### src/rtl/floo_ring_on_mesh_mcast_injector_pkg.sv
// Shared types for the ring-on-mesh multicast injector: FSM states and the default flit layout.
package floo_pkg;

    localparam int unsigned DefNumNodes = 16;
    localparam int unsigned DefIdW      = $clog2(DefNumNodes);

    typedef enum logic [2:0] {
        IDLE      = 3'd0,
        FILL      = 3'd1,
        SEND_UP   = 3'd2,
        SEND_DOWN = 3'd3,
        DROP      = 3'd4
    } inj_state_e;

    typedef struct packed {
        logic [DefIdW-1:0]      dst_id;
        logic                   ring_on_mesh_mcast;
        logic [DefNumNodes-1:0] ring_on_mesh_dst_mask;
        logic                   up_down_traffic;
        logic                   last;
    } ring_hdr_t;

    typedef struct packed {
        ring_hdr_t   hdr;
        logic [31:0] payload;
    } ring_flit_t;

endpackage

### src/rtl/floo_ring_on_mesh_target_find.sv
// Combinational priority search for the farthest multicast destination on each
// side of the own ring position: highest set index above, lowest set index below.
module floo_ring_on_mesh_target_find #(
    parameter int unsigned NumNodes = 16
) (
    input  logic [NumNodes-1:0]         mask_i,
    input  logic [$clog2(NumNodes)-1:0] id_i,
    output logic [$clog2(NumNodes)-1:0] up_id_o,
    output logic                        up_found_o,
    output logic [$clog2(NumNodes)-1:0] down_id_o,
    output logic                        down_found_o
);

    localparam int unsigned IdW = $clog2(NumNodes);

    always_comb begin
        up_id_o      = '0;
        up_found_o   = 1'b0;
        down_id_o    = '0;
        down_found_o = 1'b0;
        // Ascending scan: the last hit above the own id is the highest one.
        for (int i = 0; i < int'(NumNodes); i++) begin
            if (mask_i[i] && (i > int'(id_i))) begin
                up_found_o = 1'b1;
                up_id_o    = IdW'(i);
            end
        end
        for (int i = int'(NumNodes) - 1; i >= 0; i--) begin
            if (mask_i[i] && (i < int'(id_i))) begin
                down_found_o = 1'b1;
                down_id_o    = IdW'(i);
            end
        end
    end

endmodule

### src/rtl/floo_ring_on_mesh_mcast_injector.sv
// Buffers one local packet, then replays it once towards the farthest multicast
// destination above the own ring position and once towards the farthest below.
module floo_ring_on_mesh_mcast_injector
    import floo_pkg::*;
#(
    parameter int unsigned NumNodes = 16,
    parameter int unsigned MaxFlits = 4,
    parameter type         flit_t   = floo_pkg::ring_flit_t
) (
    input  logic                        clk_i,
    input  logic                        rst_i,
    input  logic [$clog2(NumNodes)-1:0] ring_on_mesh_id_i,
    input  logic                        valid_i,
    output logic                        ready_o,
    input  flit_t                       data_i,
    output logic                        valid_o,
    input  logic                        ready_i,
    output flit_t                       data_o,
    output logic                        busy_o,
    output logic                        err_o
);

    localparam int unsigned IdW  = $clog2(NumNodes);
    localparam int unsigned CntW = $clog2(MaxFlits + 1);
    localparam int unsigned IdxW = (MaxFlits > 1) ? $clog2(MaxFlits) : 1;

    inj_state_e          state_q;
    logic [CntW-1:0]     wr_ptr_q, rd_ptr_q, n_q;
    flit_t               mem_q [MaxFlits];
    logic                valid_q, err_q;
    flit_t               data_q;
    logic                ucast_q, has_down_q;
    logic [IdW-1:0]      up_id_q, down_id_q;
    logic [NumNodes-1:0] mask_q;

    logic                in_hs, out_hs, last_slot;
    logic [CntW-1:0]     rd_nxt;
    flit_t               first_flit;
    logic [NumNodes-1:0] plan_mask;
    logic [IdW-1:0]      up_id, down_id;
    logic                up_found, down_found;

    function automatic flit_t mod_flit(input flit_t f, input logic ucast, input logic up,
                                       input logic [IdW-1:0] dst, input logic [NumNodes-1:0] m);
        flit_t r;
        r = f;
        if (!ucast) begin
            r.hdr.dst_id                = dst;
            r.hdr.up_down_traffic       = up;
            r.hdr.ring_on_mesh_dst_mask = m;
        end
        return r;
    endfunction

    assign ready_o   = !rst_i && (state_q inside {IDLE, FILL, DROP});
    assign busy_o    = !rst_i && (state_q != IDLE);
    assign valid_o   = valid_q;
    assign data_o    = data_q;
    assign err_o     = err_q;
    assign in_hs     = valid_i && ready_o;
    assign out_hs    = valid_q && ready_i;
    assign last_slot = (wr_ptr_q == CntW'(MaxFlits - 1));
    assign rd_nxt    = rd_ptr_q + CntW'(1);

    // A single-flit packet is planned straight from the input, before slot 0 is written.
    assign first_flit = (wr_ptr_q == '0) ? data_i : mem_q[0];
    assign plan_mask  = first_flit.hdr.ring_on_mesh_dst_mask & ~(NumNodes'(1) << ring_on_mesh_id_i);

    floo_ring_on_mesh_target_find #(
        .NumNodes (NumNodes)
    ) i_target_find (
        .mask_i       (plan_mask),
        .id_i         (ring_on_mesh_id_i),
        .up_id_o      (up_id),
        .up_found_o   (up_found),
        .down_id_o    (down_id),
        .down_found_o (down_found)
    );

    always_ff @(posedge clk_i) begin
        if (in_hs && (state_q != DROP)) begin
            mem_q[wr_ptr_q[IdxW-1:0]] <= data_i;
        end
    end

    always_ff @(posedge clk_i) begin
        if (rst_i) begin
            state_q    <= IDLE;
            wr_ptr_q   <= '0;
            rd_ptr_q   <= '0;
            n_q        <= '0;
            valid_q    <= 1'b0;
            err_q      <= 1'b0;
            data_q     <= '0;
            ucast_q    <= 1'b0;
            has_down_q <= 1'b0;
            up_id_q    <= '0;
            down_id_q  <= '0;
            mask_q     <= '0;
        end else begin
            err_q <= 1'b0;
            unique case (state_q)
                IDLE, FILL: begin
                    if (in_hs) begin
                        if (data_i.hdr.last) begin
                            wr_ptr_q   <= '0;
                            rd_ptr_q   <= '0;
                            n_q        <= wr_ptr_q + CntW'(1);
                            ucast_q    <= !first_flit.hdr.ring_on_mesh_mcast;
                            mask_q     <= plan_mask;
                            up_id_q    <= up_id;
                            down_id_q  <= down_id;
                            has_down_q <= down_found && first_flit.hdr.ring_on_mesh_mcast;
                            if (!first_flit.hdr.ring_on_mesh_mcast) begin
                                state_q <= SEND_UP;
                                valid_q <= 1'b1;
                                data_q  <= first_flit;
                            end else if (plan_mask == '0) begin
                                state_q <= IDLE;
                                err_q   <= 1'b1;
                            end else if (up_found) begin
                                state_q <= SEND_UP;
                                valid_q <= 1'b1;
                                data_q  <= mod_flit(first_flit, 1'b0, 1'b1, up_id, plan_mask);
                            end else begin
                                state_q <= SEND_DOWN;
                                valid_q <= 1'b1;
                                data_q  <= mod_flit(first_flit, 1'b0, 1'b0, down_id, plan_mask);
                            end
                        end else if (last_slot) begin
                            state_q  <= DROP;
                            err_q    <= 1'b1;
                            wr_ptr_q <= '0;
                        end else begin
                            state_q  <= FILL;
                            wr_ptr_q <= wr_ptr_q + CntW'(1);
                        end
                    end
                end
                SEND_UP, SEND_DOWN: begin
                    if (out_hs) begin
                        if (rd_nxt < n_q) begin
                            rd_ptr_q <= rd_nxt;
                            data_q   <= mod_flit(mem_q[rd_nxt[IdxW-1:0]], ucast_q,
                                                 state_q == SEND_UP,
                                                 (state_q == SEND_UP) ? up_id_q : down_id_q, mask_q);
                        end else begin
                            rd_ptr_q <= '0;
                            // Chain straight into the down pass so the link sees no bubble.
                            if ((state_q == SEND_UP) && has_down_q) begin
                                state_q <= SEND_DOWN;
                                data_q  <= mod_flit(mem_q[0], 1'b0, 1'b0, down_id_q, mask_q);
                            end else begin
                                state_q <= IDLE;
                                valid_q <= 1'b0;
                            end
                        end
                    end
                end
                DROP: begin
                    if (in_hs && data_i.hdr.last) begin
                        state_q <= IDLE;
                    end
                end
                default: state_q <= IDLE;
            endcase
        end
    end

endmodule

### config.mk
export PLATFORM = sky130hd
export DESIGN_NAME = floo_ring_on_mesh_mcast_injector
export DESIGN_NICKNAME = d
export VERILOG_FILES = /design/src/rtl/floo_ring_on_mesh_mcast_injector_pkg.sv /design/src/rtl/floo_ring_on_mesh_target_find.sv /design/src/rtl/floo_ring_on_mesh_mcast_injector.sv
export SDC_FILE = /design/constraint.sdc
export NUM_CORES = 1
export LEC_CHECK = 0
export BUFFER_PORTS_ARGS = -buffer_cell sky130_fd_sc_hd__buf_4
export CAP_MARGIN = 20
export CORE_ASPECT_RATIO = 2
export CORE_MARGIN = 2
export CORE_UTILIZATION = 23
export CTS_CLUSTER_SIZE = 28
export DETAILED_ROUTE_END_ITERATION = 16
export HOLD_SLACK_MARGIN = 0.06
export SLEW_MARGIN = 20
export SYNTH_ARGS = -nofsm -noshare
export SYNTH_HDL_FRONTEND = slang
export SYNTH_SLANG_ARGS = --single-unit
### constraint.sdc
create_clock -name clk_i -period 4.4 [get_ports clk_i]
set_input_delay 0 -clock clk_i [delete_from_list [all_inputs] [get_ports clk_i]]
set_output_delay 0 -clock clk_i [all_outputs]
set_load 0.05 [all_outputs]
# Word-level counts from Yosys, hierarchy flattened
# Memory sizes are Yosys's and may differ from the RTL's.
# Cells that the tools add are included.
totals:
  ram_bits: 220
  memories: 1
  out_inout_bits: 59
  wordCells: 230
  input_bits: 63
  ff_bits: 95
mem_list:
  columns: ["memory", "depth", "width", "rd", "rd_ports_with_merged_regs", "wr", "line_no", "source"]
  rows:
  - ["mem_q", 4, 55, 2, 0, 1, "floo_ring_on_mesh_mcast_injector.sv:29", "flit_t mem_q [MaxFlits];"]
classes:
  eq_ne: 14
  shift: 1
  n_reduce_logical: 55
  order_cmp: 31
  n_mux: 105
  add_sub_neg: 2
  bitwise_logic: 4
op_table:
  columns: ["cell", "count"]
  rows:
  - ["$mux 55", 9]
  - ["$pmux 55 s2", 1]
  - ["$mux 4", 25]
  - ["$mux 3", 16]
  - ["$mux 1", 45]
  - ["$logic_and 1x1->1", 38]
  - ["$gt 4x4->1 const A", 8]
  - ["$lt 4x4->1 const A", 7]
  - ["$mux 17", 1]
  - ["$and 16x16->16", 1]
  - ["$gt 3x4->1 const A", 4]
  - ["$logic_not 16->1", 1]
  - ["$lt 3x4->1 const A", 4]
  - ["$not 16->16", 1]
  - ["$shl 1x4->16 const A", 1]
  - ["$mux 2", 5]
  - ["$ne 2x2->1 const B", 5]
  - ["$eq 3x2->1 const B", 3]
  - ["$ne 3x3->1 const B", 3]
  - ["$pmux 3 s3", 1]
  - ["$gt 2x4->1 const A", 2]
  - ["$lt 1x4->1 const A", 2]
  - ["$lt 2x4->1 const A", 2]
  - ["$reduce_and 4->1", 2]
  - ["19 further kinds", 25]

# Longest topological paths before layout
# Gate-level depths: netlist of the first run.
logic_depth:
  word_depth: 25
  mapped_depth: 15
  depth_no_buf: 10

# Hierarchy
# Synthesis of the first run repeated with hierarchy kept, for this count alone.
hier_totals:
  cells_unflattened: 1141
  area_unflattened_um2: 14316.2
by_module_without_submodules:
  columns: ["module", "instances", "area_per_inst_um2", "seq_area_each_um2", "cells_per_inst"]
  rows:
  - ["floo_ring_on_mesh_mcast_injector", 1, 13576.8, 8508.2, 1014]
  - ["floo_ring_on_mesh_target_find", 1, 739.5, 0.0, 127]

# Worst setup path before layout of the first run
# OpenSTA, ideal clock, no wires.
synth_timing:
  path_kind: "register to register"
  from: "register state_q[1]"
  to: "memory mem_q[3][0] (netlist bit) (enable)"
  setup_time_ps: 468
  n_path_buf: 0
  required_time_ps: 3932
  arrival_time_ps: 3177
  stages_incl_launch_ff: 5
  path_slack_ps: 755
  synth_period_minus_slack_ps: 3645
  path_cell_list: "dfxtp_1 nor2_1 nand2_1 or2_2 nor2_1"
synth_between:
  elab_chain_cells: 7
  elab_cells_between_ends: 10
  classes_between: "eq/ne (3); mux (2); reduce/logical (5)"
synth_rtl:
  columns: ["item", "line_no", "source"]
  rows:
  - ["start, declared", "floo_ring_on_mesh_mcast_injector.sv:27", "inj_state_e state_q;"]
  - ["start signal, assigned", "floo_ring_on_mesh_mcast_injector.sv:88", "state_q <= IDLE;"]
  - ["start signal, assigned", "floo_ring_on_mesh_mcast_injector.sv:115", "state_q <= SEND_UP;"]
  - ["start signal, assigned", "floo_ring_on_mesh_mcast_injector.sv:119", "state_q <= IDLE;"]
  - ["$eq 3x1->1, or another cell as far along", "floo_ring_on_mesh_mcast_injector.sv:55", "assign ready_o = !rst_i && (state_q inside {IDLE, FILL, DROP});"]
  - ["$reduce_bool 3->1", "floo_ring_on_mesh_mcast_injector.sv:55", null]
  - ["$logic_and 1x1->1", "floo_ring_on_mesh_mcast_injector.sv:55", null]
  - ["$logic_and 1x1->1", "floo_ring_on_mesh_mcast_injector.sv:60", "assign in_hs = valid_i && ready_o;"]
  - ["$logic_and 1x1->1 *", "floo_ring_on_mesh_mcast_injector.sv:81", "if (in_hs && (state_q != DROP)) begin"]
  - ["$mux 1 *", "floo_ring_on_mesh_mcast_injector.sv:81", null]
  - ["$mux 1 (not written as such) *", "floo_ring_on_mesh_mcast_injector.sv:82", "mem_q[wr_ptr_q[IdxW-1:0]] <= data_i;"]
  - ["end, declared", "floo_ring_on_mesh_mcast_injector.sv:29", null]
# Mark *: on every way between the ends. The rest lies on a longest branch, timed or not.

# Worst setup path in the final report of the first run
layout_timing:
  from: "register wr_ptr_q[0]"
  to: "register data_q, in the netlist data_o[29]"
layout_between:
  elab_chain_cells: 8
  elab_cells_between_ends: 12
  classes_between: "eq/ne (1); mux (7); bitwise (1); reduce/logical (3)"
layout_rtl:
  columns: ["item", "line_no", "source"]
  rows:
  - ["start, declared", "floo_ring_on_mesh_mcast_injector.sv:28", "logic [CntW-1:0] wr_ptr_q, rd_ptr_q, n_q;"]
  - ["start signal, assigned", "floo_ring_on_mesh_mcast_injector.sv:136", "wr_ptr_q <= wr_ptr_q + CntW'(1);"]
  - ["$logic_not 3->1 *", "floo_ring_on_mesh_mcast_injector.sv:66", "assign first_flit = (wr_ptr_q == '0) ? data_i : mem_q[0];"]
  - ["$mux 55 *", "floo_ring_on_mesh_mcast_injector.sv:66", null]
  - ["$mux 55", "floo_ring_on_mesh_mcast_injector.sv:121", "end else if (up_found) begin"]
  - ["$mux 55", "floo_ring_on_mesh_mcast_injector.sv:118", "end else if (plan_mask == '0) begin"]
  - ["$mux 55", "floo_ring_on_mesh_mcast_injector.sv:114", "if (!first_flit.hdr.ring_on_mesh_mcast) begin"]
  - ["$mux 55", "floo_ring_on_mesh_mcast_injector.sv:105", "if (data_i.hdr.last) begin"]
  - ["$mux 55", "floo_ring_on_mesh_mcast_injector.sv:104", "if (in_hs) begin"]
  - ["$pmux 55 s2", "floo_ring_on_mesh_mcast_injector.sv:102", "unique case (state_q)"]
  - ["end signal, assigned", "floo_ring_on_mesh_mcast_injector.sv:117", "data_q <= first_flit;"]
  - ["end signal, assigned", "floo_ring_on_mesh_mcast_injector.sv:124", "data_q <= mod_flit(first_flit, 1'b0, 1'b1, up_id, plan_mask);"]
  - ["end signal, assigned", "floo_ring_on_mesh_mcast_injector.sv:128", "data_q <= mod_flit(first_flit, 1'b0, 1'b0, down_id, plan_mask);"]
  - ["end, declared", "floo_ring_on_mesh_mcast_injector.sv:31", "flit_t data_q;"]
# Mark *: on every way between the ends. The rest lies on a longest branch, timed or not. The select of a mux whose other input is x is not followed.
# A chain may end at the register's enable or synchronous reset.

==> flow_summary.yaml, run 1 <==
outcome:
  outcome: "complete, no violations"
logic_synthesis:
  ys_ff_latch: 315
  synthArstFlopShare_pct: 0
  synth_top_flop_cell: "edfxtp_1"
  post_synth.cell_area_avg_sq_um: 11.8
  synth-edff-count: 220
  ys_types: 71
  syn_inst: 1189
  synth_area_sq_um: 14000
  synthesis.nets: 1261
  synth_seq_area_share_pct: 60.8
  ys_warn_count: 0
finish:
  final_nets: 1426
  final_common_cell: "edfxtp_1"
  nFillCells: 6218
  final_cell_mix: "edfxtp_1 (220), buf_4 (160), nor2_1 (132)"
  area_delta_synth_final_pct: 24.7
  drive_gt1_share_pct: 21.8
  fin_cells: 2148
  n_antenna_cell: 0
sta:
  min_period_over_period_pct: 88.3
  setup_viol: 0
  rsz0062_at_grt: "false"
  finalSetupTns_ps: 0
  tightest_slew_ps: 1110
  finalMaxSlewViolations: 0
  fin_crit_ps: 3880
  clock.fmax_ghz: 0.257
  skew_ps: 13.6
  maxSlewHeadroom_pct: 25.1
  hold_violations: 0
power_and_ir_drop:
  p_switching_mw: 1.68
  p_clk_share_pct: 38.4
  switching_share_pct: 25.6
  vdd_drop_max_uv: 257
  seq_power_share_pct: 49.9
  p_int_mw: 4.89
  power.density_nw_per_um2: 377
  power.leakage_nw: 5.83
  p_comb_share_pct: 11.8
cts:
  cts_made_buffers: 26
  clkLatencyLatePin_ps: 580
  cts-root-buf: "clkbuf_16"
  h-tree-depth: 1
  cts_tree: "yes"
  clock_path_buffers: 3
  clk_pin_slew_ps: 70
  cts.sinks: 315
detailed_routing:
  antenna_left: 0
  drt_iter0_drc: 767
  vias: 10700
  vias_per_cell: 4.97
  drtPass1Iterations: 5
  totalWireLength_um: 52700
  drc: 0
  post_drt_wl_per_cell_um: 24.5
critical_path:
  startpoint: "wr_ptr_q[0]"
  arrival_ps: 4290
  critical_path.max_fanout: 32
  setup.worst_path.class: "reg -> reg"
  ff2ff_path_depth: 12
  r2r_start: "wr_ptr_q[0]"
  critPathLaunchType: "flop"
  end_kind: "flop"
  cp.required_ps: 4810
global_routing:
  antenna_found_initial: 1
  first_global_vias: 11000
  grt_max_degree: 81
  grt_usage_pct: 16.6
  grt.overflow.total: 0
  grt_pass1_wl_um: 76600
floorplan:
  die_h_um: 353
  rows: 127
  die_w_um: 178
  core_area_sq_um: 60100
  io_pins: 122
  start_util_pct: 23.3
  die_area_sq_um: 63000
worst_hold_path:
  whs_path_depth: 5
  min_from: "ring_on_mesh_id_i[1]"
  hold_class: "in -> reg"
placed_design:
  dp_cells: 2042
  gp_congestion: 1.03
  post-dp-hpwl_um: 37600
  numPortBuffers: 121
run:
  drv_cap: 0
==> critical path, stage by stage, from the launching register on <==
cell and delay (ps):
dfxtp_1 410, inv_1 110, ha_1 320, nand2b_2 160, buf_12 230, mux2i_1 580, o21ai_0 180, a22oi_1 300
nand4_1 180, o31a_2 570, buf_4 360, o211ai_1 150, a21oi_1 80
==> power by group through the flow <==
| stage | clock network, mW | logic [mW] | registers [mW] |
|---|---|---|---|
| after global routing | 2.66 | 0.823 | 3.28 |
| after CTS | 2.58 | 0.769 | 3.28 |
| final | 2.52 | 0.775 | 3.28 |
| after detailed placement | 0 | 0.723 | 3.34 |
| after floorplan | 0 | 0.325 | 3.40 |
| after global placement | 0 | 0.723 | 3.34 |
==> sequential cells by signal, summed over array words and instances (netlist names), 3 cells and up <==
| signal | count |
|---|---|
| mem_q | 220 |
| data_o | 55 |
| mask_q | 16 |
| down_id_q | 4 |
| up_id_q | 4 |
| n_q | 3 |
| rd_ptr_q | 3 |
| state_q | 3 |
| wr_ptr_q | 3 |
==> what timing repair did <==
action                                 4_1_cts  5_1_grt
endpoints found under the hold margin      272        0
hold buffers                                58        0
resized for setup                            0        0
buffers inserted                             0        0
==> metal layers <==
| layer | track usage, % | wire length, um |
|---|---|---|
| met2 | 29.5 | 27000 |
| met4 | 12.6 | 4540 |
| met5 | 0 | 0 |
| met1 | 17.3 | 18500 |
| met3 | 2.56 | 2590 |
==> stage by stage <==
step	hold slack [ps]	utilization, %	setup WS, ps	total power, mW	cell area (sq um)
after CTS	122	29.0	554	6.62	17400
after global routing	189	29.0	337	6.77	17400
after floorplan	98.9	-	755	3.73	14000
final	170	29.0	515	6.58	17400
after detailed placement	215	26.5	574	4.07	15900
after global placement	211	26.5	660	4.07	15900
==> synthesized netlist by cell type (all sizes together), types with 8 or more instances <==
cell,number,area (sq um)
a211oi,16,120
a21oi,129,646
a311oi,11,103
a31oi,9,56.3
buf,18,116
clkbuf,66,248
dfxtp,95,1900
edfxtp,220,6610
ha,9,113
inv,11,41.3
mux2,39,443
mux2i,42,439
mux4,22,495
nand2,104,390
nand3,11,55.1
nor2,134,503
nor2b,9,56.3
nor3,27,135
o211ai,41,308
o21ai,39,195
o22ai,38,238
o31ai,8,65.1
==> area by class of cell <==
cell class              count  area, sq um  share of cell area [%]
multi-input cells         779         5140                    29.5
flip-flops and latches    315         8510                    48.8
well taps                 774          968                    5.55
clock buffers              34          795                    4.55
clock inverters            14          146                   0.839
inverters                  11         41.3                   0.237
repair buffers            221         1840                    10.6
==> path summary, 6_finish.rpt <==
| path | endpoint | slack (ps) |
|---|---|---|
| min | mask_q[5] | 170 |
| min reg2reg | down_id_q[2] | 450 |
| max reg2reg | data_o[29] | 520 |
| max | data_o[29] | 520 |
==> kinds of logic (layout without fill, tap and decap cells) <==
group / after synthesis / after routing / synth area share [%]
fa+ha+maj: 9 / 9 / 0.805
compound gates: 335 / 335 / 15.2
xor+xnor: 1 / 1 / 0.0626
simple gates: 331 / 331 / 10.4
buf+inv: 95 / 280 / 2.90
flops: 315 / 315 / 60.8
mux: 103 / 103 / 9.84
No activity file was read; power rests on OpenSTA's default activity.
==> run 2: changes to the inputs <==
--- a/config.mk
+++ b/config.mk
@@ -6,4 +6,5 @@
 export NUM_CORES = 1
 export LEC_CHECK = 0
+export ABC_AREA = 1
 export BUFFER_PORTS_ARGS = -buffer_cell sky130_fd_sc_hd__buf_4
 export CAP_MARGIN = 20
==> constraint.sdc (replaced) <==
create_clock -name clk_i -period 4.4 [get_ports clk_i]
set_input_delay 0.22 -clock clk_i [delete_from_list [all_inputs] [get_ports clk_i]]
set_output_delay 0.22 -clock clk_i [all_outputs]
set_load 0.05 [all_outputs]
==> run 2 against run 1 <==
Net effect:
- first-iteration DRC count fell by 18%
- highest routed layer is now met5
- largest power group unchanged
- register-to-register slack improved by 99 ps
- cell count rose by 12%
- global-route usage decreased by 3.0 points
==> flow_summary.yaml, run 2 <==
placed_design:
  gp_congestion: 0.956
  numPortBuffers: 121
  dpl-instance-area_sq_um: 15800
  post-dp-hpwl_um: 29900
logic_synthesis:
  synth_area_leaders: "edfxtp_1 (47%), dfxtp_1 (13%), nand2_1 (6.2%)"
  synth_area_sq_um: 14100
  ys_types: 49
  synth_top_area_share_pct: 46.8
  synthTopCellsByCount: "nand2_1 (232), edfxtp_1 (220), nor2_1 (186)"
  synth_seq_area_share_pct: 60.3
  ys_warn_count: 0
  synth-edff-count: 220
  synthesis.nets: 1551
  post_synth.cell_area_avg_sq_um: 9.55
  syn_inst: 1479
  synthArstFlopShare_pct: 0
  synth_top_flop_cell: "edfxtp_1"
  ys_ff_latch: 315
  synth_top_cell_by_area: "edfxtp_1"
  yosysMostFrequentCell: "nand2_1"
cts:
  clk_pin_slew_ps: 80
  h-tree-depth: 1
  clkLatencyLatePin_ps: 560
  cts_made_buffers: 25
  cts.sinks: 315
  cts-root-buf: "clkbuf_16"
  cts_tree: "yes"
  clock_path_buffers: 3
critical_path:
  end_kind: "flop"
  cp.required_ps: 4860
  r2r_slack_ps: 610
  critical_path.max_fanout: 9
  ff2ff_path_depth: 16
  arrival_ps: 4240
  r2r_start: "wr_ptr_q[0]"
  setup.worst_path.class: "reg -> reg"
  reg2reg_to: "state_q[1]"
  critPathLaunchType: "flop"
worst_hold_path:
  min_from: "ring_on_mesh_id_i[0]"
  whs_path_depth: 4
  hold_class: "in -> reg"
  min_to: "mask_q[1]"
finish:
  drive_gt1_share_pct: 15.6
  largest_reg_flops: 220
  final_nets: 1685
  final_common_cell: "nand2_1"
  nFillCells: 6350
  area_delta_synth_final_pct: 22.5
  final_area_sq_um: 17300
  final_cell_mix: "nand2_1 (232), edfxtp_1 (220), nor2_1 (182)"
  regArea_sq_um: 8510
  multiInputGateArea_sq_um: 4910
global_routing:
  gr-max-usage-layer: "met2"
  grtUsageMet2_pct: 24.7
  grt_pass1_wl_um: 66700
  use_met3_pct: 2.05
  antenna_found_initial: 4
  grt_max_degree: 106
  first_global_vias: 11300
  grt.overflow.total: 0
  grt_usage_pct: 13.6
  use_met1_pct: 15.2
detailed_routing:
  totalWireLength_um: 43500
  vias: 11400
  antenna_left: 0
  drc: 0
  drt_iter0_drc: 631
  drtPass1Iterations: 8
  post_drt_wl_per_cell_um: 18.0
  vias_per_cell: 4.73
floorplan:
  die_w_um: 179
  rows: 128
  core_area_sq_um: 60900
  start_util_pct: 23.2
  die_h_um: 354
  io_pins: 122
  die_area_sq_um: 63500
sta:
  maxSlewHeadroom_pct: 28.3
  finalMaxSlewViolations: 0
  setup_viol: 0
  min_period_over_period_pct: 86.0
  hold_ws_ps: 111
  skew_ps: 20.6
  tightest_slew_ps: 1080
  clock.fmax_ghz: 0.264
  hold_violations: 0
  fin_crit_ps: 3790
  rsz0062_at_grt: "false"
power_and_ir_drop:
  power.leakage_nw: 6.32
  vdd_drop_max_uv: 242
  power.density_nw_per_um2: 460
outcome:
  outcome: "complete, no violations"
run:
  drv_cap: 0
==> run 2: layer usage <==
layer / wire [um] / up-vias / share of wire (%)
met2: 22800 / 341 / 52
met3: 2160 / 100 / 5.0
met5: 21 / - / 0.048
met4: 2010 / 4 / 4.6
met1: 16500 / 5488 / 38
li1: - / 5472 / -
==> run 2: power by group <==
group / switching (mW) / total (mW) / internal, mW
clock network: 1.09 / 2.40 / 1.31
registers: 0.0981 / 3.46 / 3.36
logic: 1.48 / 2.09 / 0.614
total: 2.67 / 7.95 / 5.28
==> run 2: area by class of cell <==
type / instances / area share (%)
diodes: 1 / 0.0145
clock buffers: 27 / 3.72
clock inverters: 19 / 1.29
inverters: 89 / 1.94
multi-input cells: 981 / 28.4
flip-flops and latches: 315 / 49.2
well taps: 780 / 5.64
repair buffers: 201 / 9.78
==> run 2: what timing repair did <==
item                                    4_1_cts  5_1_grt
gates resized for setup                       0        0
hold buffers                                 58        0
buffers inserted                              0        0
endpoints found under the setup margin        0        0
hold endpoints to repair                    235        0
==> run 2: critical path, stage by stage (launching register included) <==
cell and delay [ps]:
dfxtp_1 340, inv_1 120, ha_1 320, inv_2 110, nor2_4 330, buf_4 270
nand2_1 100, nand3_1 190, nand2_1 80, nor3_1 270, nand2_1 140, nor3_2 410
or2_2 200, o21ai_0 80, nand2_1 80, a31oi_1 70, dlygate4sd3_1 560
==> run 2: cell families (layout without fill, tap and decap cells) <==
logic type	after synthesis	in the layout	synth area share (%)
compound gates	389	389	15.9
xor+xnor	1	1	0.0620
fa+ha+maj	9	9	0.798
buf+inv	183	336	5.35
flops	315	315	60.3
mux	1	1	0.0709
other cells	0	1	0
simple gates	581	581	17.6
==> run 2: how the worst max path moves through the flow <==
stage,from,to,slack (ps),cells past startpoint
final,wr_ptr_q[0],state_q[1],610,16
after global routing,wr_ptr_q[0],state_q[1],390,16
after global placement,wr_ptr_q[0],data_o[51],660,19
after detailed placement,wr_ptr_q[0],data_o[51],710,19
after CTS,wr_ptr_q[0],state_q[1],630,16
after floorplan,state_q[2],mem_q[0][0],-320,7
==> run 2: per-stage QoR <==
stage          std cells  power, mW  setup slack [ps]  setup TNS (ps)  utilization, %
4_1_cts             2412       8.03               630               0            28.4
2_1_floorplan       1479       4.87              -318          -70030               -
3_5_place_dp        2308       5.58               711               0            26.0
5_1_grt             2413       8.31               386               0            28.4
3_3_place_gp        2308       5.55               663               0            26.0
6_report            2413       7.95               614               0            28.4
